File: src/rtl/pio_pkg.sv
// Shared constants and types for the PIO FIFO pair: FDEBUG bit layout and FIFO join modes.
package pio_pkg;

    localparam int unsigned DefaultDepth = 4;

    localparam int unsigned FdbgTxStall = 3;
    localparam int unsigned FdbgTxOver  = 2;
    localparam int unsigned FdbgRxUnder = 1;
    localparam int unsigned FdbgRxStall = 0;

    typedef enum logic [1:0] {JoinNone, JoinTx, JoinRx} join_mode_e;

    // TX join takes priority when both join bits are set.
    function automatic join_mode_e join_mode(logic fjoin_tx, logic fjoin_rx);
        if (fjoin_tx) return JoinTx;
        if (fjoin_rx) return JoinRx;
        return JoinNone;
    endfunction

endpackage

File: src/rtl/pio_fifo_pair_if.sv
// Bus/state-machine facing signal bundle of the PIO FIFO pair.
interface pio_fifo_pair_if import pio_pkg::*; #(
    parameter int unsigned DATA_W = 32,
    parameter int unsigned DEPTH  = DefaultDepth
);
    localparam int unsigned LevelW = $clog2(2 * DEPTH) + 1;

    logic              fjoin_tx;
    logic              fjoin_rx;
    logic              tx_push;
    logic [DATA_W-1:0] tx_wdata;
    logic              rx_pop;
    logic [DATA_W-1:0] rx_rdata;
    logic              sm_pull;
    logic [DATA_W-1:0] sm_pull_data;
    logic              sm_pull_valid;
    logic              sm_push;
    logic [DATA_W-1:0] sm_push_data;
    logic              sm_push_ready;
    logic              tx_full;
    logic              tx_empty;
    logic              rx_full;
    logic              rx_empty;
    logic [LevelW-1:0] tx_level;
    logic [LevelW-1:0] rx_level;
    logic [3:0]        fdebug;
    logic [3:0]        fdebug_clr;
    logic              irq_rxnempty;
    logic              irq_txnfull;

    modport master (
        output fjoin_tx, fjoin_rx, tx_push, tx_wdata, rx_pop, sm_pull, sm_push, sm_push_data,
               fdebug_clr,
        input  rx_rdata, sm_pull_data, sm_pull_valid, sm_push_ready, tx_full, tx_empty,
               rx_full, rx_empty, tx_level, rx_level, fdebug, irq_rxnempty, irq_txnfull
    );

    modport slave (
        input  fjoin_tx, fjoin_rx, tx_push, tx_wdata, rx_pop, sm_pull, sm_push, sm_push_data,
               fdebug_clr,
        output rx_rdata, sm_pull_data, sm_pull_valid, sm_push_ready, tx_full, tx_empty,
               rx_full, rx_empty, tx_level, rx_level, fdebug, irq_rxnempty, irq_txnfull
    );

endinterface

File: src/rtl/pio_fifo_ctrl.sv
// Pointer/level bookkeeping for one FIFO whose capacity can change at run time (0..2*DEPTH).
module pio_fifo_ctrl #(
    parameter int unsigned DEPTH = 4,
    localparam int unsigned PW = $clog2(2 * DEPTH),
    localparam int unsigned LW = PW + 1
) (
    input  logic          clk_i,
    input  logic          reset_i,
    input  logic [LW-1:0] cap_i,
    input  logic          push_i,
    input  logic          pop_i,
    input  logic          flush_i,
    output logic [PW-1:0] rd_ptr_o,
    output logic [PW-1:0] wr_ptr_o,
    output logic [LW-1:0] level_o,
    output logic          full_o,
    output logic          empty_o,
    output logic          push_acc_o,
    output logic          overflow_o,
    output logic          underflow_o
);
    logic [PW-1:0] rd_q, rd_d, wr_q, wr_d;
    logic [LW-1:0] level_q, level_d;
    logic          pop_acc;

    function automatic logic [PW-1:0] bump(logic [PW-1:0] ptr, logic [LW-1:0] cap);
        if ({1'b0, ptr} == cap - LW'(1)) return '0;
        return ptr + PW'(1);
    endfunction

    assign empty_o = (level_q == '0);
    assign full_o  = (level_q == cap_i);

    // A full FIFO still takes a push when a pop frees a slot in the same cycle.
    assign pop_acc     = pop_i && !empty_o && !flush_i;
    assign push_acc_o  = push_i && !flush_i && (cap_i != '0) && (!full_o || pop_acc);
    assign overflow_o  = push_i && !flush_i && !push_acc_o;
    assign underflow_o = pop_i && !flush_i && empty_o;

    always_comb begin
        rd_d    = rd_q;
        wr_d    = wr_q;
        level_d = level_q;
        if (flush_i) begin
            rd_d    = '0;
            wr_d    = '0;
            level_d = '0;
        end else begin
            if (push_acc_o) wr_d = bump(wr_q, cap_i);
            if (pop_acc)    rd_d = bump(rd_q, cap_i);
            level_d = level_q + LW'(push_acc_o) - LW'(pop_acc);
        end
    end

    always_ff @(posedge clk_i) begin
        if (reset_i) begin
            rd_q    <= '0;
            wr_q    <= '0;
            level_q <= '0;
        end else begin
            rd_q    <= rd_d;
            wr_q    <= wr_d;
            level_q <= level_d;
        end
    end

    assign rd_ptr_o = rd_q;
    assign wr_ptr_o = wr_q;
    assign level_o  = level_q;

endmodule

File: src/rtl/pio_fifo_pair.sv
// TX/RX FIFO pair sharing one 2*DEPTH word array, with run-time joining, FSTAT/FDEBUG and IRQs.
module pio_fifo_pair import pio_pkg::*; #(
    parameter int unsigned DATA_W = 32,
    parameter int unsigned DEPTH  = DefaultDepth
) (
    input logic            clk,
    input logic            reset,
    pio_fifo_pair_if.slave bus
);
    localparam int unsigned PW = $clog2(2 * DEPTH);
    localparam int unsigned LW = PW + 1;

    logic [DATA_W-1:0] mem_q [2*DEPTH];

    join_mode_e mode_q, mode_in;
    logic       flush;
    logic [LW-1:0] tx_cap, rx_cap;
    logic [PW-1:0] rx_base;

    logic [PW-1:0] tx_rd, tx_wr, rx_rd, rx_wr;
    logic          tx_push_acc, tx_over, tx_under;
    logic          rx_push_acc, rx_over, rx_under;
    logic [3:0]    fdebug_q, fdebug_d, fdebug_set;

    // A mode change empties both FIFOs; ops in that cycle are swallowed by the flush.
    assign mode_in = join_mode(bus.fjoin_tx, bus.fjoin_rx);
    assign flush   = (mode_in != mode_q);

    always_comb begin
        tx_cap  = LW'(DEPTH);
        rx_cap  = LW'(DEPTH);
        rx_base = PW'(DEPTH);
        case (mode_q)
            JoinTx: begin
                tx_cap = LW'(2 * DEPTH);
                rx_cap = '0;
            end
            JoinRx: begin
                tx_cap  = '0;
                rx_cap  = LW'(2 * DEPTH);
                rx_base = '0;
            end
            default: ;
        endcase
    end

    pio_fifo_ctrl #(.DEPTH(DEPTH)) u_tx_ctrl (
        .clk_i      (clk),
        .reset_i    (reset),
        .cap_i      (tx_cap),
        .push_i     (bus.tx_push),
        .pop_i      (bus.sm_pull),
        .flush_i    (flush),
        .rd_ptr_o   (tx_rd),
        .wr_ptr_o   (tx_wr),
        .level_o    (bus.tx_level),
        .full_o     (bus.tx_full),
        .empty_o    (bus.tx_empty),
        .push_acc_o (tx_push_acc),
        .overflow_o (tx_over),
        .underflow_o(tx_under)
    );

    pio_fifo_ctrl #(.DEPTH(DEPTH)) u_rx_ctrl (
        .clk_i      (clk),
        .reset_i    (reset),
        .cap_i      (rx_cap),
        .push_i     (bus.sm_push),
        .pop_i      (bus.rx_pop),
        .flush_i    (flush),
        .rd_ptr_o   (rx_rd),
        .wr_ptr_o   (rx_wr),
        .level_o    (bus.rx_level),
        .full_o     (bus.rx_full),
        .empty_o    (bus.rx_empty),
        .push_acc_o (rx_push_acc),
        .overflow_o (rx_over),
        .underflow_o(rx_under)
    );

    always_ff @(posedge clk) begin
        if (tx_push_acc) mem_q[tx_wr] <= bus.tx_wdata;
        if (rx_push_acc) mem_q[rx_base + rx_wr] <= bus.sm_push_data;
    end

    always_comb begin
        fdebug_set              = '0;
        fdebug_set[FdbgTxStall] = tx_under;
        fdebug_set[FdbgTxOver]  = tx_over;
        fdebug_set[FdbgRxUnder] = rx_under;
        fdebug_set[FdbgRxStall] = rx_over;
        fdebug_d = (fdebug_q & ~bus.fdebug_clr) | fdebug_set;
    end

    always_ff @(posedge clk) begin
        if (reset) begin
            mode_q   <= JoinNone;
            fdebug_q <= '0;
        end else begin
            mode_q   <= mode_in;
            fdebug_q <= fdebug_d;
        end
    end

    assign bus.sm_pull_data  = bus.tx_empty ? '0 : mem_q[tx_rd];
    assign bus.rx_rdata      = bus.rx_empty ? '0 : mem_q[rx_base + rx_rd];
    assign bus.sm_pull_valid = !bus.tx_empty;
    assign bus.sm_push_ready = !bus.rx_full;
    assign bus.irq_rxnempty  = !bus.rx_empty;
    assign bus.irq_txnfull   = !bus.tx_full;
    assign bus.fdebug        = fdebug_q;

endmodule

File: src/flat_wrapper.sv
// flat-port wrapper written by rule: the top's interface ports become plain ports
module pio_fifo_pair_flat import pio_pkg::*;
#(
    parameter int unsigned DATA_W = 32,
    parameter int unsigned DEPTH  = DefaultDepth
)
  (clk, reset, bus_fjoin_tx, bus_fjoin_rx, bus_tx_push, bus_tx_wdata, bus_rx_pop, bus_sm_pull, bus_sm_push, bus_sm_push_data, bus_fdebug_clr, bus_rx_rdata, bus_sm_pull_data, bus_sm_pull_valid, bus_sm_push_ready, bus_tx_full, bus_tx_empty, bus_rx_full, bus_rx_empty, bus_tx_level, bus_rx_level, bus_fdebug, bus_irq_rxnempty, bus_irq_txnfull);
  pio_fifo_pair_if #(.DATA_W(DATA_W), .DEPTH(DEPTH)) bus_i ();
  input logic clk;
  input logic reset;
  input wire logic [$bits(bus_i.fjoin_tx)-1:0] bus_fjoin_tx;
  input wire logic [$bits(bus_i.fjoin_rx)-1:0] bus_fjoin_rx;
  input wire logic [$bits(bus_i.tx_push)-1:0] bus_tx_push;
  input wire logic [$bits(bus_i.tx_wdata)-1:0] bus_tx_wdata;
  input wire logic [$bits(bus_i.rx_pop)-1:0] bus_rx_pop;
  input wire logic [$bits(bus_i.sm_pull)-1:0] bus_sm_pull;
  input wire logic [$bits(bus_i.sm_push)-1:0] bus_sm_push;
  input wire logic [$bits(bus_i.sm_push_data)-1:0] bus_sm_push_data;
  input wire logic [$bits(bus_i.fdebug_clr)-1:0] bus_fdebug_clr;
  output wire logic [$bits(bus_i.rx_rdata)-1:0] bus_rx_rdata;
  output wire logic [$bits(bus_i.sm_pull_data)-1:0] bus_sm_pull_data;
  output wire logic [$bits(bus_i.sm_pull_valid)-1:0] bus_sm_pull_valid;
  output wire logic [$bits(bus_i.sm_push_ready)-1:0] bus_sm_push_ready;
  output wire logic [$bits(bus_i.tx_full)-1:0] bus_tx_full;
  output wire logic [$bits(bus_i.tx_empty)-1:0] bus_tx_empty;
  output wire logic [$bits(bus_i.rx_full)-1:0] bus_rx_full;
  output wire logic [$bits(bus_i.rx_empty)-1:0] bus_rx_empty;
  output wire logic [$bits(bus_i.tx_level)-1:0] bus_tx_level;
  output wire logic [$bits(bus_i.rx_level)-1:0] bus_rx_level;
  output wire logic [$bits(bus_i.fdebug)-1:0] bus_fdebug;
  output wire logic [$bits(bus_i.irq_rxnempty)-1:0] bus_irq_rxnempty;
  output wire logic [$bits(bus_i.irq_txnfull)-1:0] bus_irq_txnfull;
  assign bus_i.fjoin_tx = bus_fjoin_tx;
  assign bus_i.fjoin_rx = bus_fjoin_rx;
  assign bus_i.tx_push = bus_tx_push;
  assign bus_i.tx_wdata = bus_tx_wdata;
  assign bus_i.rx_pop = bus_rx_pop;
  assign bus_i.sm_pull = bus_sm_pull;
  assign bus_i.sm_push = bus_sm_push;
  assign bus_i.sm_push_data = bus_sm_push_data;
  assign bus_i.fdebug_clr = bus_fdebug_clr;
  assign bus_rx_rdata = bus_i.rx_rdata;
  assign bus_sm_pull_data = bus_i.sm_pull_data;
  assign bus_sm_pull_valid = bus_i.sm_pull_valid;
  assign bus_sm_push_ready = bus_i.sm_push_ready;
  assign bus_tx_full = bus_i.tx_full;
  assign bus_tx_empty = bus_i.tx_empty;
  assign bus_rx_full = bus_i.rx_full;
  assign bus_rx_empty = bus_i.rx_empty;
  assign bus_tx_level = bus_i.tx_level;
  assign bus_rx_level = bus_i.rx_level;
  assign bus_fdebug = bus_i.fdebug;
  assign bus_irq_rxnempty = bus_i.irq_rxnempty;
  assign bus_irq_txnfull = bus_i.irq_txnfull;
  pio_fifo_pair #(.DATA_W(DATA_W), .DEPTH(DEPTH)) u_core (.clk(clk), .reset(reset), .bus(bus_i));
endmodule
File: config.mk
export PLATFORM = sky130hd
export DESIGN_NAME = pio_fifo_pair_flat
export DESIGN_NICKNAME = d
export VERILOG_FILES = /design/src/rtl/pio_pkg.sv /design/src/rtl/pio_fifo_pair_if.sv /design/src/rtl/pio_fifo_ctrl.sv /design/src/rtl/pio_fifo_pair.sv /design/src/flat_wrapper.sv
export SDC_FILE = /design/constraint.sdc
export NUM_CORES = 1
export LEC_CHECK = 0
export CORE_ASPECT_RATIO = 0.75
export CORE_MARGIN = 10
export CORE_UTILIZATION = 63
export DETAILED_ROUTE_END_ITERATION = 8
export GPL_TIMING_DRIVEN = 0
export PLACE_DENSITY = 0.91
export SLEW_MARGIN = 20
export SYNTH_ARGS = -nofsm -noshare
export SYNTH_HDL_FRONTEND = slang
export SYNTH_SLANG_ARGS = --single-unit
export TNS_END_PERCENT = 50
File: constraint.sdc
create_clock -name clk -period 8.6 [get_ports clk]
set_input_delay 1.72 -clock clk [delete_from_list [all_inputs] [get_ports clk]]
set_output_delay 1.72 -clock clk [all_outputs]
set_load 0.005 [all_outputs]
* Yosys cells after proc, flatten, opt, wreduce, memory -nomap -nowiden
Memories as Yosys holds them, arrays and structs flattened. A register that Yosys moved wholly into a read port is not among the register bits.
Index checks and enable logic that the tools add are counted.
** Word-level totals
- Bits in registers :: 26
- RAM bits :: 256
- Bits of input ports :: 76
- Output and inout port bits :: 84
- Logic and storage cells :: 101
- Memories kept :: 1
** Memory list
- u_core.mem_q :: depth 8, width 32, rd ports 2, clocked after Yosys merged registers in 1, write ports 2, RTL line pio_fifo_pair.sv:13 : logic [DATA_W-1:0] mem_q [2*DEPTH];
** Operators by class
- Add/sub/neg operators :: 12
- Equality and inequality tests :: 9
- Mux-type cells :: 38
- Bitwise operators :: 3
- Reduce and logical (&&, ||, !) cells :: 30
** Operators with widths (number)
- $mux 32 :: 2
- $mux 3 :: 11
- $mux 1 :: 19
- $eq 3x4->1 :: 4
- $logic_and 1x1->1 :: 16
- $pmux 4 s2 :: 2
- $add 3x1->3 const B :: 4
- $add 4x1->4 :: 2
- $eq 4x4->1 :: 2
- $logic_not 4->1 :: 2
- $mux 2 :: 4
- $reduce_bool 4->1 :: 2
- $sub 4x1->4 :: 2
- $sub 4x1->4 const B :: 2
- $logic_not 1->1 :: 7
- $add 3x3->3 :: 2
- $and 4x4->4 :: 1
- $not 4->4 :: 1
- $or 4x4->4 :: 1
- $eq 2x1->1 const B :: 1
- $eq 2x2->1 const B :: 1
- $logic_or 1x1->1 :: 2
- $ne 2x2->1 :: 1
- $reduce_or 2->1 :: 1

* Depth between registers and ports, before layout
- Depth after elaboration :: 12
- Mapped depth :: 13
- Gate-level depth less buffers :: 12

* Modules after synthesis
From an unflattened synthesis, not the netlist that was laid out.
** Second synthesis, totals
- Cells, all modules :: 1036
- Area, all modules :: 16588.4 um2
** Modules (own cells, without submodules)
- pio_fifo_pair :: instances 1, cells an instance 866, area an instance 14994.4 um2, sequential area each 7807.5 um2
- pio_fifo_ctrl :: instances 2, cells an instance 85, area an instance 797.0 um2, sequential area each 200.2 um2

* Least setup slack after synthesis
OpenSTA, ideal clock, no wires.
- Kind :: input -> register
- Start point :: input bus_fjoin_rx
- End point :: memory u_core.mem_q[6][0], enable pin
- Library setup time :: 0.466 ns
- Arrival :: 5.278 ns
- Data required time :: 8.134 ns
- Path slack :: 2.856 ns
- Cell stages on the path :: 6
- Buffers on the path :: 2
- Cell sequence :: xor2_1 -> o31ai_1 -> buf_2 -> buf_1 -> nand4_1 -> o21ai_0
** RTL lines
- start: declaration :: RTL line flat_wrapper.sv:12 : input wire logic [$bits(bus_i.fjoin_rx)-1:0] bus_fjoin_rx;
- end: declaration :: RTL line pio_fifo_pair.sv:13

* Worst setup path after layout
- Start point :: register u_core.mode_q[0]
- End point :: output bus_rx_rdata[1]
** On the way
- Longest elaborated chain between the ends :: 5
** RTL lines
- start: declaration :: RTL line pio_fifo_pair.sv:15 : join_mode_e mode_q, mode_in;
- start signal: assignment :: RTL line pio_fifo_pair.sv:97 : mode_q <= JoinNone;
- start signal: assignment :: RTL line pio_fifo_pair.sv:100 : mode_q <= mode_in;
- $eq 2x2->1 :: RTL line pio_fifo_pair.sv:33 : case (mode_q)
- $mux 3 :: RTL line pio_fifo_pair.sv:33
- $add 3x3->3 :: RTL line pio_fifo_pair.sv:106 : assign bus.rx_rdata = bus.rx_empty ? '0 : mem_q[rx_base + rx_rd];
- $mem_v2 8x32
- $mux 32 :: RTL line pio_fifo_pair.sv:106
- end: declaration :: RTL line flat_wrapper.sv:20 : output wire logic [$bits(bus_i.rx_rdata)-1:0] bus_rx_rdata;
Every way passes these cells.

==> flow_metrics.env <==
export IMPL_status="complete, no violations"
export IMPL_synth_edf_count=256
export IMPL_worstRegToRegCells=8
export IMPL_ys_ff_latch=285
export IMPL_synth_cell_type_count=50
export IMPL_cpMaxStageDelayCell="xnor2_1"
export IMPL_antenna_found_initial=3
export IMPL_vdd_drop_max_v=0.000152
export IMPL_grt_pass1_vias=11800
export IMPL_regArea_um2=8270
export IMPL_initial_core_util_pct=64.0
export IMPL_async_flop_share_pct=0
export IMPL_nets=1383
export IMPL_dieArea_um2=33300
export IMPL_whs_path_depth=2
export IMPL_fillers=1521
export IMPL_drv_cap=0
export IMPL_die_h_um=161
export IMPL_whs_endpoint="u_core.bus.fdebug[1]"
export IMPL_fin_crit_sh_pct=64.5
export IMPL_core_area_um2=26000
export IMPL_die_x_um=208
export IMPL_cts_resized=0
export IMPL_area_growth_syn_to_layout_pct=19.9
export IMPL_clock_latency_ns=0.56
export IMPL_ys_flop_type="edfxtp_1"
export IMPL_finalHoldViolations=0
export IMPL_skew_ns=0.0231
export IMPL_cts_sinks=285
export IMPL_hold_class="flop to flop"
export IMPL_ys_seq_area_share_pct=49.8
export IMPL_arrival_ns=3.83
export IMPL_final_area_um2=19900
export IMPL_io_pins=160
export IMPL_setup_violations_final=0
export IMPL_end_kind="output pin"
export IMPL_drtIter0Drc=1454
export IMPL_cp_data_required_time_ns=6.88
export IMPL_tightest_slew_ns=1.07
export IMPL_hold_buffers=0
export IMPL_synth_area_um2=16600
export IMPL_worstSetupPathType="flop to output pin"
export IMPL_clk_path_buf_depth=3
export IMPL_cts_root_buffer="clkbuf_16"
export IMPL_rows=51
export IMPL_p_leak_nw=6.61
export IMPL_numPortBuffers=158
export IMPL_multi_input_area_um2=7940
export IMPL_power_density_nw_per_um2=152
export IMPL_avgSynthCellArea_um2=15.3
export IMPL_drtPass1Iterations=6
export IMPL_postCtsSetupBuffers=0
export IMPL_cts_clk_slew_worst_paths_ns=0.07
export IMPL_grt_max_degree=18
export IMPL_viasPerCell=6.90
export IMPL_yosys_warnings=0
export IMPL_critPathMaxStageDelay_ns=0.75
export IMPL_rsz0062_at_grt="no"
export IMPL_placed_area_um2=19000
export IMPL_place_gp_congestion=0.866
export IMPL_gr_total_overflow=0
export IMPL_wl_per_cell_um=29.5
export IMPL_worstHoldStart="u_core.bus.fdebug[1]"
export IMPL_hpwl_um=32400
export IMPL_worstPathCellList="inv_1 -> ha_1 -> buf_4 -> xnor2_1 -> clkbuf_1 -> nand2_1 -> a21oi_1 -> clkdlybuf4s50_1"
export IMPL_report_final_slew_viol_count=0
export IMPL_cts_tree="built"
export IMPL_slew_headroom_pct=28.8
export IMPL_ff2ff_setup_slack_ns=4.82
export IMPL_start_kind="flop"
export IMPL_fmax_mhz=180
export IMPL_r2r_end="u_core.mem_q[6][8]"
export IMPL_whs_ns=0.505
export IMPL_worst_path_max_fanout=10
export IMPL_vias=11400
export IMPL_wl_met2_um=23800
export IMPL_reg2reg_from="u_core.mode_q[1]"
export IMPL_routedLengthMet1_um=17500
export IMPL_post_synth_inst_count=1088
export IMPL_cts_buffers=28
export IMPL_finalWirelength_um=48700
export IMPL_grt_pass1_wl_um=73300
export IMPL_drtAntennaViolNets=0
export IMPL_track_usage_pct=28.6
export IMPL_cts_htree_levels=1
export IMPL_dr_wl_met3_um=5810
export IMPL_drc=0
export IMPL_top_layer_used="met5"
export IMPL_synth_nets=1183
export IMPL_min_period_ns=5.55
export IMPL_drive_gt1_share_pct=37.2
critical path: cells and delay by family (launching register included):
family | cells | cell delay, ns
fa+ha+maj | 1 | 0.19
buf+inv | 4 | 1.44
flops | 1 | 0.40
simple gates | 1 | 0.14
xor+xnor | 1 | 0.75
compound gates | 1 | 0.36
state kept, by name, indices dropped and copies added (netlist names), 3 cells and up, named ones only:
register	flops
u_core.u_rx_ctrl.rd_ptr_o	3
u_core.u_tx_ctrl.level_o	4
u_core.u_rx_ctrl.wr_ptr_o	3
u_core.u_tx_ctrl.wr_ptr_o	3
u_core.u_tx_ctrl.rd_ptr_o	3
u_core.bus.fdebug	4
u_core.mem_q	256
u_core.u_rx_ctrl.level_o	4
synth_stat cells (2+ instances only):
cell type	number	area (µm²)
nor2_1	45	169
nor3_1	4	20.0
nor4_1	2	12.5
nand2b_1	4	25.0
a31oi_1	3	18.8
a21oi_1	40	200
o21ai_0	11	55.1
inv_1	24	90.1
mux2_4	29	435
buf_4	2	15.0
fa_1	2	40.0
mux2_2	227	2560
a41o_1	4	40.0
buf_2	33	165
mux4_2	128	2880
nand4_1	3	18.8
clkinv_1	3	11.3
o2111a_1	3	33.8
o2111ai_1	4	35.0
nand2_1	72	270
a21o_1	2	15.0
nor3b_1	3	22.5
buf_12	3	60.1
and3_1	3	18.8
nand3_1	19	95.1
clkbuf_1	32	120
xnor2_1	9	78.8
buf_1	7	26.3
a32oi_1	2	17.5
or3_1	2	12.5
xor2_1	8	70.1
dfxtp_1	29	581
ha_1	17	213
nor2b_1	3	18.8
edfxtp_1	256	7690
mux2i_1	36	360
cells by family (layout without fill, tap and decap cells):
family / Yosys count / after routing / share of synthesized area, %
mux: 420 / 420 / 37.5
flops: 285 / 285 / 49.8
simple gates: 169 / 169 / 4.58
buf+inv: 105 / 326 / 3.01
compound gates: 73 / 73 / 2.70
fa+ha+maj: 19 / 19 / 1.52
xor+xnor: 17 / 17 / 0.896
other cells: 0 / 2 / 0
power breakdown:
part           switching [mW]  internal (mW)  total [mW]
clock network           0.524          0.722        1.25
registers             0.00746           1.52        1.53
logic                   0.123          0.134       0.258
total                   0.655           2.38        3.04
through the flow:
stage                     instances  total power, mW  TNS, ns  util (%)  setup slack [ns]
final                          1655             3.04        0      76.7              3.05
after global placement         1590             1.80   -48.90      71.7            -0.459
after detailed placement       1602             1.81        0      73.1              3.10
after CTS                      1653             3.03        0      76.7              3.24
after floorplan                1088             1.69        0         -              2.86
after global routing           1654             3.10        0      76.7              2.96
cells in the final DEF (no fill, tap or decap), types with 33 or more instances in the layout:
cell	instances
a21oi_1	40
buf_2	33
clkbuf_1	41
clkdlybuf4s50_1	158
edfxtp_1	256
mux2_2	227
mux2i_1	36
mux4_2	128
nand2_1	72
nor2_1	45
metal layers:
metal | up-vias | track usage, %
met3 | 134 | 7.44
met4 | 2 | 10.1
met5 | - | 0
met1 | 5728 | 36.4
met2 | 811 | 46.6
li1 | 4744 | -
area by class of cell:
cell class,count,share of cell area [%]
Tap cell,344,2.16
Timing Repair Buffer,170,9.35
Sequential cell,285,41.5
Antenna cell,2,0.0251
Clock inverter,8,0.433
Buffer,78,2.00
Multi-Input combinational cell,698,39.8
Inverter,27,0.509
Clock buffer,43,4.17
worst max-delay path by stage:
stage | from | endpoint | slack, ns | cells after the start
after floorplan | bus_fjoin_rx | u_core.mem_q[6][0] | 2.86 | 6
after global placement | bus_fjoin_rx | u_core.mem_q[7][4] | -0.46 | 7
after detailed placement | bus_fjoin_rx | u_core.mem_q[6][3] | 3.10 | 9
after CTS | u_core.mode_q[0] | bus_rx_rdata[0] | 3.24 | 8
after global routing | u_core.mode_q[0] | bus_rx_rdata[1] | 2.96 | 8
final | u_core.mode_q[0] | bus_rx_rdata[1] | 3.05 | 8
(Power assumes the default switching activity.)
